===== src/rtl/serial_seq_pkg.sv =====
// -----------------------------------------------------------------------------
// serial_seq_pkg
// Shared definitions for the single-bit serial sequence interface: the
// transmitter FSM state type, the frame-length adjustment for the optional
// parity bit, and a counter-width helper. Sequence detectors import this too.
//
// Configuration macro: SERIAL_SEQ_TX_PARITY_EN
//   defined   -> each frame carries one trailing even-parity bit
//   undefined -> frames are data bits only
// -----------------------------------------------------------------------------
package serial_seq_pkg;

  typedef enum logic [1:0] {
    IDLE  = 2'd0,
    SHIFT = 2'd1,
    GAP   = 2'd2
  } seq_tx_state_t;

`ifdef SERIAL_SEQ_TX_PARITY_EN
  localparam int unsigned SEQ_FRAME_EXTRA = 32'd1;
`else
  localparam int unsigned SEQ_FRAME_EXTRA = 32'd0;
`endif

  // Bits needed to hold the values 0..max_val, never fewer than one.
  function automatic int unsigned f_cnt_width(input int unsigned max_val);
    int unsigned w;
    w = $clog2(max_val + 32'd1);
    if (w < 32'd1) begin
      w = 32'd1;
    end else begin
      w = w;
    end
    return w;
  endfunction

endpackage


===== src/rtl/seq_down_counter.sv =====
// -----------------------------------------------------------------------------
// seq_down_counter
// Loadable down counter with a registered zero flag. Load has priority over
// decrement; decrementing stops at zero so the flag stays asserted.
//
// Ports:
//   clk         in   rising-edge clock
//   rst         in   synchronous reset, active-high (count 0, zero flag 1)
//   i_load      in   load i_load_val on the next edge
//   i_load_val  in   W-bit load value
//   i_dec       in   decrement by one on the next edge (ignored at zero)
//   o_zero      out  count is zero in the current cycle
// -----------------------------------------------------------------------------
module seq_down_counter #(
  parameter int unsigned W = 1
) (
  input  logic         clk,
  input  logic         rst,
  input  logic         i_load,
  input  logic [W-1:0] i_load_val,
  input  logic         i_dec,
  output logic         o_zero
);

  logic [W-1:0] r_count;
  logic         r_zero;
  logic [W-1:0] w_next;

  // Next-count selection: load beats decrement, hold otherwise.
  always_comb begin
    w_next = r_count;
    if (i_load) begin
      w_next = i_load_val;
    end else if (i_dec && (r_count != '0)) begin
      w_next = r_count - W'(1'b1);
    end else begin
      w_next = r_count;
    end
  end

  // Count register with the zero flag registered alongside it.
  always_ff @(posedge clk) begin
    if (rst) begin
      r_count <= '0;
      r_zero  <= 1'b1;
    end else begin
      r_count <= w_next;
      r_zero  <= (w_next == '0);
    end
  end

  assign o_zero = r_zero;

endmodule


===== src/rtl/serial_seq_tx.sv =====
// -----------------------------------------------------------------------------
// serial_seq_tx
// Serial pattern transmitter. Accepts a parallel word over valid/ready and
// shifts it out MSB first, one bit per clock, with a bit-valid strobe, then
// pulses done_o and holds the line at 0 for GAP_CYCLES idle cycles.
//
// Configuration macro: SERIAL_SEQ_TX_PARITY_EN
//   defined -> an even-parity bit (XOR of the data bits) follows the LSB,
//              lengthening each frame by one bit.
//
// Parameters:
//   WIDTH       data word width (>= 1)
//   GAP_CYCLES  forced idle cycles after each frame (0 allowed)
//
// Ports:
//   clk          in   rising-edge clock
//   rst          in   synchronous reset, active-high; aborts any frame
//   data_i       in   word to transmit, sampled on handshake
//   valid_i      in   word offered
//   ready_o      out  block can accept a word (registered)
//   bit_o        out  serial data line, 0 when not transmitting
//   bit_valid_o  out  bit_o carries a frame bit
//   done_o       out  one-cycle pulse in the cycle after the last frame bit
// -----------------------------------------------------------------------------
module serial_seq_tx
  import serial_seq_pkg::*;
#(
  parameter int unsigned WIDTH      = 4,
  parameter int unsigned GAP_CYCLES = 1
) (
  input  logic             clk,
  input  logic             rst,
  input  logic [WIDTH-1:0] data_i,
  input  logic             valid_i,
  output logic             ready_o,
  output logic             bit_o,
  output logic             bit_valid_o,
  output logic             done_o
);

  localparam int unsigned FRAME_LEN = WIDTH + SEQ_FRAME_EXTRA;
  localparam int unsigned BIT_CNT_W = f_cnt_width(FRAME_LEN);
  localparam int unsigned GAP_CNT_W = f_cnt_width(GAP_CYCLES);

  // Counters are loaded with (length - 1) so the zero flag marks the final
  // cycle of the phase.
  localparam logic [BIT_CNT_W-1:0] BIT_LOAD = BIT_CNT_W'(FRAME_LEN - 32'd1);
  localparam logic [GAP_CNT_W-1:0] GAP_LOAD =
    (GAP_CYCLES > 32'd0) ? GAP_CNT_W'(GAP_CYCLES - 32'd1) : '0;

  seq_tx_state_t        r_state;
  logic [FRAME_LEN-1:0] r_shift;
  logic                 r_bit;
  logic                 r_bit_valid;
  logic                 r_done;
  logic                 r_ready;

  logic [FRAME_LEN-1:0] w_frame;
  logic                 w_accept;
  logic                 w_bit_load;
  logic                 w_bit_dec;
  logic                 w_bit_zero;
  logic                 w_gap_load;
  logic                 w_gap_dec;
  logic                 w_gap_zero;

`ifdef SERIAL_SEQ_TX_PARITY_EN
  // Even parity: the XOR of all data bits, so the frame has an even count of 1s.
  function automatic logic f_even_parity(input logic [WIDTH-1:0] d);
    return ^d;
  endfunction

  assign w_frame = {data_i, f_even_parity(data_i)};
`else
  assign w_frame = data_i;
`endif

  // r_ready is itself a register, so valid_i never reaches ready_o.
  assign w_accept   = (r_state == IDLE) && valid_i && r_ready;
  assign w_bit_load = w_accept;
  assign w_bit_dec  = (r_state == SHIFT) && !w_bit_zero;
  assign w_gap_load = (r_state == SHIFT) && w_bit_zero;
  assign w_gap_dec  = (r_state == GAP) && !w_gap_zero;

  seq_down_counter #(.W(BIT_CNT_W)) u_bit_cnt (
    .clk        (clk),
    .rst        (rst),
    .i_load     (w_bit_load),
    .i_load_val (BIT_LOAD),
    .i_dec      (w_bit_dec),
    .o_zero     (w_bit_zero)
  );

  seq_down_counter #(.W(GAP_CNT_W)) u_gap_cnt (
    .clk        (clk),
    .rst        (rst),
    .i_load     (w_gap_load),
    .i_load_val (GAP_LOAD),
    .i_dec      (w_gap_dec),
    .o_zero     (w_gap_zero)
  );

  // Transmitter FSM with all outputs registered.
  // The first frame bit is loaded straight into r_bit at acceptance; r_shift
  // then holds only the bits still to be sent.
  always_ff @(posedge clk) begin
    if (rst) begin
      r_state     <= IDLE;
      r_shift     <= '0;
      r_bit       <= 1'b0;
      r_bit_valid <= 1'b0;
      r_done      <= 1'b0;
      r_ready     <= 1'b0;
    end else begin
      r_done <= 1'b0;
      case (r_state)
        IDLE: begin
          if (w_accept) begin
            r_shift     <= w_frame << 1;
            r_bit       <= w_frame[FRAME_LEN-1];
            r_bit_valid <= 1'b1;
            r_ready     <= 1'b0;
            r_state     <= SHIFT;
          end else begin
            r_bit       <= 1'b0;
            r_bit_valid <= 1'b0;
            r_ready     <= 1'b1;
            r_state     <= IDLE;
          end
        end
        SHIFT: begin
          if (w_bit_zero) begin
            // Last bit is on the line this cycle; close the frame.
            r_shift     <= '0;
            r_bit       <= 1'b0;
            r_bit_valid <= 1'b0;
            r_done      <= 1'b1;
            if (GAP_CYCLES == 32'd0) begin
              r_ready <= 1'b1;
              r_state <= IDLE;
            end else begin
              r_ready <= 1'b0;
              r_state <= GAP;
            end
          end else begin
            r_shift     <= r_shift << 1;
            r_bit       <= r_shift[FRAME_LEN-1];
            r_bit_valid <= 1'b1;
            r_ready     <= 1'b0;
            r_state     <= SHIFT;
          end
        end
        GAP: begin
          r_bit       <= 1'b0;
          r_bit_valid <= 1'b0;
          if (w_gap_zero) begin
            r_ready <= 1'b1;
            r_state <= IDLE;
          end else begin
            r_ready <= 1'b0;
            r_state <= GAP;
          end
        end
        default: begin
          r_shift     <= '0;
          r_bit       <= 1'b0;
          r_bit_valid <= 1'b0;
          r_ready     <= 1'b0;
          r_state     <= IDLE;
        end
      endcase
    end
  end

  assign ready_o     = r_ready;
  assign bit_o       = r_bit;
  assign bit_valid_o = r_bit_valid;
  assign done_o      = r_done;

endmodule


===== config.mk =====
export PLATFORM = sky130hd
export DESIGN_NAME = serial_seq_tx
export DESIGN_NICKNAME = d
export VERILOG_FILES = /design/src/rtl/serial_seq_pkg.sv /design/src/rtl/seq_down_counter.sv /design/src/rtl/serial_seq_tx.sv
export SDC_FILE = /design/constraint.sdc
export NUM_CORES = 1
export LEC_CHECK = 0
export CAP_MARGIN = 20
export CORE_AREA = 5 5 42 44
export CTS_CLUSTER_SIZE = 28
export DETAILED_ROUTE_END_ITERATION = 7
export DIE_AREA = 0 0 47 49
export PLACE_DENSITY = 0.77
export REMOVE_ABC_BUFFERS = 1
export SYNTH_ARGS = -nofsm -noshare
export SYNTH_HDL_FRONTEND = slang
export SYNTH_SLANG_ARGS = --single-unit
export TNS_END_PERCENT = 50

===== constraint.sdc =====
create_clock -name clk -period 2.1 [get_ports clk]
set_input_delay 0.315 -clock clk [delete_from_list [all_inputs] [get_ports clk]]
set_output_delay 0.315 -clock clk [all_outputs]
set_load 0.005 [all_outputs]

Word level (Yosys, flattened, before mapping)
Index checks and enable logic that the tools add are counted.
{ "op_classes": {"mul": 0, "n_mux": 21, "n_addsub": 2, "div": 0, "eq_ne": 3, "magnitude_cmp": 0, "n_bitwise": 3, "n_reduce_logical": 14, "shifts": 0} }
{ "op_table": {"columns": ["op", "n"], "rows": [
  ["case mux 4 bit (3 select lines)", 1],
  ["2-to-1 mux 1 bit", 10],
  ["2-to-1 mux 4 bit", 2],
  ["logical AND 1 bit", 7],
  ["2-to-1 mux 3 bit", 2],
  ["case mux 1 bit (2 select lines)", 3],
  ["case mux 2 bit (3 select lines)", 1],
  ["2-to-1 mux 2 bit", 2],
  ["logical NOT 3 bit", 1],
  ["inverter 1 bit", 3],
  ["nonzero test 3 bit", 1],
  ["subtractor 3 x 1 -> 3 bit (second input constant)", 1],
  ["== test 2 x 1 -> 1 bit (second input constant)", 1],
  ["== test 2 bit (second input constant)", 1],
  ["logical NOT 1 bit", 2],
  ["logical NOT 2 bit", 1],
  ["!= test 2 x 1 -> 1 bit (second input constant)", 1],
  ["AND reduction 2 bit", 1],
  ["OR reduction 2 bit", 1],
  ["subtractor 1 bit (second input constant)", 1]
]} }
{ "word_totals": {"memories": 0, "inputBits": 7, "mem_bits_rw": 0, "reg_bits": 16, "romBits": 0, "latch_bits": 0} }

Longest topological paths before layout
{ "depth": {"depth_word": 6, "mapped_depth": 6, "mapped_depth_nobuf": 6} }

By module
A second synthesis with hierarchy kept.
{ "unflattened": {"cells_unflattened": 75, "area_unflattened_um2": 713.2} }
{ "modules_own_cells": {"columns": ["module", "cells_each", "area_each_um2", "n_inst", "seq_area_each_um2"], "rows": [
  ["serial_seq_tx", 44, 407.9, 1, 180.2],
  ["seq_down_counter at u_bit_cnt", 25, 240.2, 1, 80.1],
  ["seq_down_counter at u_gap_cnt", 6, 65.1, 1, 40.0]
]} }

Worst setup path before layout
No wires, ideal clock.
{ "synth_path": {"path_kind": "register -> register", "start": "register u_bit_cnt.r_count[0]", "end": "register u_bit_cnt.r_count[1]", "required_ps": 2032, "path_stages_with_launch": 7, "slack_ps": 805, "setup_ps": 68, "n_path_buf": 0, "arrival_time_ps": 1228, "cell_sequence": "dfxtp_1 inv_1 ha_1 inv_1 o21ai_2 mux2_4 a21oi_2"} }
{ "synth_via": {"elab_chain_cells": 4, "word_cells_on_any_way": 5, "cone_classes": "1 x add/sub; 2 x mux; 2 x reduce/logical"} }
{ "synth_lines": {"columns": ["element", "line", "text"], "rows": [
  ["start, declared", "seq_down_counter.sv:25", "logic [W-1:0] r_count;"],
  ["start signal, assigned", "seq_down_counter.sv:47", "r_count <= w_next;"],
  ["parallel branches: the longest is 2 deep, another holds subtractor 3 x 1 -> 3 bit", null, null],
  ["2-to-1 mux 3 bit *", "seq_down_counter.sv:34", "end else if (i_dec && (r_count != '0)) begin"],
  ["2-to-1 mux 3 bit *", "seq_down_counter.sv:32", "if (i_load) begin"]
]} }
Mark *: on every way between the ends.
A chain may end at the register's enable or synchronous reset.

Final worst setup path
{ "layout_path": {"start": "register r_ready (netlist: ready_o)", "end": "output ready_o"} }
{ "layout_lines": {"columns": ["element", "line", "text"], "rows": [
  ["start, declared", "serial_seq_tx.sv:56", "logic r_ready;"],
  ["start signal, assigned", "serial_seq_tx.sv:113", "r_ready <= 1'b0;"],
  ["start signal, assigned", "serial_seq_tx.sv:122", "r_ready <= 1'b0;"],
  ["start signal, assigned", "serial_seq_tx.sv:127", "r_ready <= 1'b1;"],
  ["end, declared", "serial_seq_tx.sv:35", "output logic ready_o,"]
]} }
No word-level cell between the ends.

==> results.md <==
- Status: complete, no violations
- Setup WS post-layout: around 0.6 ns
- Synth unique cells: 24
- Reg2reg start: u_bit_cnt.r_count[0]$_SDFF_PP0_
- CTS max path bufs: 2
- Core area: about 1400 µm²
- Die X: roughly 47 µm
- Final period utilization: between 70% and 80%
- Most frequent cell after synthesis: dfxtp_1
- Syn avg cell area: 9.375 µm²
- Crit path max fanout: 4
- Worst Path Class, Setup: flip-flop to output pin
- Cell taking the most area after synthesis: dfxtp_1
- CP max-delay cell: clkdlybuf4s50_1
- Vias in the first global route: ~440
- FF+latch area: 300.3 µm²
- Clock Latency Late Sink: approximately 0.29 ns
- # diodes: 0
- Layout cells sized above 1: ~15%
- GP Congestion: 0.7279
- DP Worst Slack: approximately 0.59 ns
- Drt first pass iters: 4
- Clock Skew: 0.001363 ns
- I/O pin count: 11
- RSZ-0062 raised after global routing: no
- Hold Crit Class: flip-flop to flip-flop
- Main synth FF type: dfxtp_1
- Num CTS Buffers: 3
- Post-layout min period: about 1.5 ns
- Hold Crit Endpoint: u_gap_cnt.r_count$_SDFF_PP0_
- Num Clock Sinks: 15
- Clk pin slew, worst setup/hold paths: roughly 0.09 ns
- Flops & latches, synth: 15
- First-pass GRT wire length: around 1800 µm
- Synthesis-to-layout area growth: 22.05%
- Num rows: 14
- Final Hold Viols: 0
- DRT iter0 DRCs: 8
- Die Span Y: 49 µm
- Fillers: ~130
- Total GRT Usage: between 10% and 20%
- Yosys top cell area share: between 40% and 50%
- Sum Neg Setup Slack: 0 ns
- Critical Path Max Stage Delay: around 0.51 ns
- Setup bufs post-CTS: 0
- DPL Wire Length: approximately 850 µm
- ANT nets after route: 0
- Root Buffer: clkbuf_4
- Top Registers: r_shift: 3 flops, u_bit_cnt.r_count: 3 flops, r_state: 2 flops
- Ys async rst share: 0%
- Port buffer count: 10
- Measured slew at the worst slew-check pin: between 0.4 and 0.5 ns
- DR vias: roughly 500
- CTS H-tree depth: 1
- WP data arrival: approximately 1.2 ns
- Number of max-cap violations: 0
- Largest net degree at the start of global routing: 16
- # resized after CTS: 0
- Mapped Area: roughly 650 µm²
- Via density: slightly above 5
- Hold Crit Depth: 1
- Ranking of synthesized cells by area: dfxtp_1 46%, mux2i_1 4.6%, nor3_1 4.6%
- Crit end category: output pin
- Sequential area share after synthesis: between 40 and 50%
- Power Dens Cells: roughly 710 nW/µm²
- CTS tree: yes
- EDFF count, synth: 0
- Final setup violation count: 0
- Critical Path Start Type: flip-flop
- Fmax: just under 0.7 GHz
- Finished Core Util: between 50% and 60%
- Crit-path leading delay family: buffers and inverters
- # nets final: 91
- Post-synth top cells: 15 x dfxtp_1, 8 x nor2_1, 6 x nor3_1, 5 x inv_1, 4 x nand2_1
- WL/cell: 11.79 µm
- # DRC: 0
- Worst slew margin: between 60% and 70%
- Area of the multi-input gates: 315.3 µm²
- CP required: roughly 1.8 ns
- Worst vdd ir: around 0.48 mV
- Hold Crit Start: u_gap_cnt.r_count$_SDFF_PP0_
- Worst r2r path cells: 6
- Starting Density: ~46%
- Reg-to-reg endpoint: u_bit_cnt.r_count[1]$_SDFF_PP0_
- Cell Chain, Critical Path: clkdlybuf4s50_1
- Initial antenna violation count: 0
- Yosys warns: 0
- Drt total wl: approximately 1100 µm
- Worst R2R Setup Slack: about 0.68 ns
- # hold bufs at CTS: 0
- Lkg Pwr: roughly 0.33 nW
- Post-Syn Instances: 69
- Slew Limit Fails: 0
- Critical Path Start: ready_o$_SDFF_PP0_
- Overflow after GRT: 0
- Die Area: 2303 µm²
- Crit path buf inv count: 1
worst max-delay path by stage:
stage | slack (ns) | endpoint | cells past startpoint
after floorplan | 0.72 | u_bit_cnt.r_count[1]$_SDFF_PP0_ | 4
after global placement | 0.59 | u_bit_cnt.o_zero$_SDFF_PP1_ | 4
after detailed placement | 0.59 | u_bit_cnt.o_zero$_SDFF_PP1_ | 4
after CTS | 0.61 | ready_o | 1
after global routing | 0.57 | ready_o | 1
final | 0.62 | ready_o | 1
layer usage:
metal | track usage [%] | vias up | wire length, µm
li1 | - | 263 | -
met4 | 6.912 | 0 | 24
met2 | 16.06 | 10 | 504
met1 | 13.23 | 229 | 541
met3 | 3.321 | 2 | 73
met5 | 0 | - | 0
through the flow:
stage               instance area (µm²)  std cells  power, mW  hold slack [ns]
floorplan                         634.4         66     0.3660           0.3774
global placement                  762.0         93     0.3992           0.4782
detailed placement                762.0         93     0.4011           0.4811
CTS                               789.5         97     0.5637           0.5057
global route                      789.5         97     0.5890           0.5192
finish                            789.5         97     0.5616           0.5055
cells in the final DEF, fill, tap and decap left out:
cell type / Yosys / layout
xnor2_1: 1 / 1
clkinv_2: 0 / 1
nor2_1: 8 / 8
a32oi_1: 1 / 1
clkdlybuf4s50_1: 0 / 10
o21a_1: 1 / 1
a22oi_1: 2 / 2
ha_1: 2 / 2
a31o_2: 3 / 3
a21oi_2: 1 / 1
o21ai_2: 1 / 1
nand2_1: 4 / 4
a21oi_1: 3 / 3
nor4b_1: 1 / 1
inv_1: 5 / 5
nor3_1: 6 / 6
mux2i_1: 3 / 3
nor2b_1: 2 / 2
clkbuf_4: 0 / 3
mux2_4: 1 / 1
and3b_1: 2 / 2
dfxtp_1: 15 / 15
nand3b_1: 1 / 1
buf_4: 0 / 1
nand2b_1: 2 / 2
nor3b_2: 1 / 1
kinds of logic (layout without fill, tap and decap cells):
family	count (synthesis)	in the layout	synth area share [%]
AND/OR/NAND/NOR	27	27	22.63
buffers and inverters	8	20	4.836
flip-flops	15	15	46.42
adder cells (fa/ha/maj)	2	2	3.868
multiplexers	4	4	6.963
XOR/XNOR	1	1	1.354
AO/OA/AOI/OAI	12	12	13.93
worst reg2reg max path, delay by kind of cell (launching register included):
family	cells	cell delay, ns
compound gates	2	0.34
buf+inv	2	0.18
flops	1	0.32
mux	1	0.33
fa+ha+maj	1	0.19
layout make-up:
type                            instances  area share, %
Inverter                                5          2.377
Clock buffer                            3          2.853
Timing Repair Buffer                   11          13.63
Clock inverter                          1         0.6339
Tap cell                               16          2.536
Multi-Input combinational cell         46          39.94
Sequential cell                        15          38.03
where the power goes:
group	switching (mW)	internal, mW	total (mW)	leakage [nW]
sequential	0.00876	0.299	0.308	0.123
combinational	0.0414	0.0456	0.0870	0.192
clock	0.0961	0.0709	0.167	0.0177
total	0.146	0.415	0.562	0.333
Power figures use the tool's default switching activity.
